File: src/rtl/design_17_pkg.sv
// Shared datapath constants for the design_17 registered adder.
// No timing: constants only.
// No flow control: constants only.
package design_17_pkg;

   // Default operand/result width used when the instantiator does not override W.
   localparam int D17_DEFAULT_W = 12;

endpackage : design_17_pkg

File: src/rtl/design_17.sv
// Registered adder: captures (a + b) mod 2^W when start is sampled high.
// Latency 1 clock: sum on y with valid=1 in the cycle after start.
// Never back-pressures: a new request is accepted on every cycle.
//
// Ports:
//   clk    - rising-edge clock
//   rst_n  - asynchronous active-low reset (clears y and valid)
//   start  - request strobe, sampled every rising edge
//   a, b   - W-bit operands, sampled with start (don't-care otherwise)
//   y      - registered W-bit sum, holds between requests
//   valid  - registered copy of the previous-cycle start
module design_17
   import design_17_pkg::*;
#(
   parameter int W = D17_DEFAULT_W
) (
   input  logic         clk,
   input  logic         rst_n,
   input  logic         start,
   input  logic [W-1:0] a,
   input  logic [W-1:0] b,
   output logic [W-1:0] y,
   output logic         valid
);

   // Carry-out falls off the top: the W-bit context truncates the sum.
   logic [W-1:0] sum;
   assign sum = a + b;

   always_ff @(posedge clk or negedge rst_n) begin
      if (!rst_n) begin
         y     <= '0;
         valid <= 1'b0;
      end else begin
         valid <= start;
         if (start) begin
            y <= sum;
         end
      end
   end

endmodule : design_17

File: config.mk
export PLATFORM = sky130hd
export DESIGN_NAME = design_17
export DESIGN_NICKNAME = d
export VERILOG_FILES = /design/src/rtl/design_17_pkg.sv /design/src/rtl/design_17.sv
export SDC_FILE = /design/constraint.sdc
export NUM_CORES = 1
export LEC_CHECK = 0
export ABC_AREA = 1
export BUFFER_PORTS_ARGS = -buffer_cell sky130_fd_sc_hd__buf_2
export CAP_MARGIN = 20
export CORE_MARGIN = 2
export CORE_UTILIZATION = 49
export CTS_CLUSTER_DIAMETER = 200
export DETAILED_ROUTE_END_ITERATION = 6
export PLACE_DENSITY = 0.85
export SYNTH_ARGS = -nofsm -noshare
export SYNTH_HDL_FRONTEND = slang
export SYNTH_SLANG_ARGS = --single-unit
export TNS_END_PERCENT = 10
File: constraint.sdc
create_clock -name clk -period 0.9 [get_ports clk]
set_clock_uncertainty 0.1 [all_clocks]
set_input_delay 0.18 -clock clk [delete_from_list [all_inputs] [get_ports clk]]
set_output_delay 0.18 -clock clk [all_outputs]
set_load 0.02 [all_outputs]
==> impl_metrics.ini <==
[global_route]
grt_overflow = 0
antenna_found_initial = 0
grt_pass1_vias = 1277
grt_pass1_wl_um = 5450
grt_usage = 0.275
grt_start_max_net_pins = 14

[clocking]
clock_tree.root_cell = clkbuf_4
clk_transition_reported_paths_ns = 0.08
h-tree-depth = 1
cts.sinks = 13
cts_tree = yes
insertion_delay_ns = 0.28
cts_max_path_buffers = 2
cts-buffers-inserted = 3

[layout]
drive_gt1_frac = 0.414
synthToLayoutAreaGrowth_pct = 56.1
antenna_cells = 0
nets = 267
final.fill_count = 139
fin_util = 0.791
stdcell_area_um2 = 1720

[pwr]
max-vdd-ir-drop_uv = 1050
p_leak_nw = 0.931
power_per_cell_area_nw_per_um2 = 1260

[setup_path]
worst-path-max-fanout = 3
r2r-start = y[3]
criticalPathCategory = in2reg
required_ns = 1.02
critPathLaunchType = input pin
reg2reg_depth = 2
worst_ep_arrival_time_ns = 1.40
r2r_end = y[3]
worst_setup_path_end_kind = flip-flop
ff2ff_setup_slack_ns = 0.17

[synthesis]
synthTopCellsByArea = dfrtp_1 (30%), nand2_1 (23%), ha_1 (13%)
syn_nets = 205
synth.avg_cell_area_um2 = 6.63
yosys.area.top_type_share = 0.296
syn_area_um2 = 1100
ys_top_cells_by_count = nand2_1 (68), inv_1 (23), dfrtp_1 (13)
yosysSeqAreaShare = 0.296
ys_seq_elements = 13
synthesis.instances = 166
ys_types = 21
synth_largest_area_cell = dfrtp_1
synth_most_common_cell = nand2_1
synth_edf_count = 0
ys.flop_type = dfrtp_1
synthArstFlopShare = 1.00
yosys_warnings = 0

[floorplanning]
start_util = 0.507
die_x_um = 51.4
io_pins = 40
num_rows = 17
dieArea_um2 = 2640
die_h_um = 51.4
core_area_um2 = 2170

[hold_path]
hold_path_end = y[0]
hold_path_startpoint = a[0]
hold_path_depth = 4
hold_class = in2reg

[flow_run]
cap_violations = 0

[placed_design]
portBuffers = 39
placed_cell_area_um2 = 1460
gp_congestion = 0.966
dp.final_hpwl_um = 2250

[timing]
tightest_slew_ns = 0.292
relSlewSlack = 0.805
finalHoldViolCount = 0
rsz0062_at_grt = yes
drv_slew = 0
fmax_mhz = 779
post-route-period-util = 1.43
finalSetupViolations = 24
fin_ws_ns = -0.384
period_needed_ns = 1.28

[route]
drc = 0
initialDrtViolationCount = 46
first_pass_iters = 4
ant_nets = 0
drt-wirelength-per-cell_um = 13.9
viasPerCell = 5.47
via_count = 1396
routed_wl_um = 3550

[status]
violations = negative setup slack
status = finished, violations left
cell type report:
cell class              count  area [µm²]  area share
multi-input cells         128         871       0.507
repair buffers             59         373       0.217
flip-flops and latches     13         325       0.190
inverters                  23        86.3      0.0503
well taps                  28        35.0      0.0204
clock buffers               4        26.3      0.0153
flip-flops by register name, indices dropped and copies added, names as in the netlist:
name,cells
y,12
valid,1
logic make-up (layout without fill, tap and decap cells):
kind of cell | after synthesis | after routing | synth area share
AND/OR/NAND/NOR | 99 | 99 | 0.380
buffers and inverters | 25 | 86 | 0.0887
AO/OA/AOI/OAI | 14 | 14 | 0.0683
flip-flops | 13 | 13 | 0.296
adder cells (fa/ha/maj) | 12 | 12 | 0.143
XOR/XNOR | 3 | 3 | 0.0239
power breakdown:
part           internal (mW)  leakage (nW)  switching (mW)
clock                  0.173        0.0150           0.199
sequential             0.673         0.156          0.0441
combinational          0.464         0.760           0.619
placed cells by master (no fill, tap or decap), drive strengths merged:
master and instances:
a31oi 1, nor2 11, buf 58, xnor2 1
nand2 69, dfrtp 13, dlygate4sd3 1, nand4 4
ha 11, a21oi 5, o21ai 8, inv 23
fa 1, nand3 14, xor2 2, nand3b 1
clkbuf 4
per-layer routing:
| layer | vias up | global-route usage | share of wire |
|---|---|---|---|
| met3 | 23 | 0.0205 | 0.067 |
| met1 | 650 | 0.319 | 0.39 |
| met5 | - | 0 | 0 |
| met4 | 0 | 0.149 | 0.041 |
| met2 | 77 | 0.496 | 0.50 |
| li1 | 646 | - | - |
metrics by stage:
| step | hold WS, ns | setup slack, ns | setup TNS, ns | total power, mW | std cells |
|---|---|---|---|---|---|
| final | 0.125 | -0.384 | -5.63 | 2.17 | 255 |
| after global routing | 0.123 | -0.417 | -6.54 | 2.29 | 255 |
| after CTS | 0.0996 | -0.306 | -5.06 | 2.09 | 254 |
| after detailed placement | -0.0239 | -0.660 | -6.39 | 1.60 | 246 |
| after global placement | -0.0257 | -0.617 | -5.87 | 1.56 | 246 |
| after floorplan | -0.216 | -0.450 | -3.81 | 1.25 | 166 |
worst max path at each step:
stage	slack, ns	end	from
after CTS	-0.31	y[4]	b[0]
after detailed placement	-0.66	y[4]	a[0]
after global placement	-0.62	y[10]	a[7]
final	-0.38	y[6]	b[0]
after floorplan	-0.45	y[6]	a[0]
after global routing	-0.42	y[6]	b[0]
critical path: stages:
cell and delay, ns:
buf_6 0.10, ha_4 0.15, fa_2 0.38, nand2_2 0.11
nand3_4 0.09, nand2_4 0.10, o21ai_2 0.07, nand2_1 0.07
nand2_1 0.05, o21ai_1 0.11
timing repair:
action | 4_1_cts | 5_1_grt
endpoints found under the setup margin | 24 | 24
resized for setup | 24 | 10
buffers inserted | 3 | 1
endpoints found under the hold margin | 13 | 0
pin swaps | 13 | 8
hold buffers | 1 | 0
Note: power is estimated with default switching activity, not from simulation.
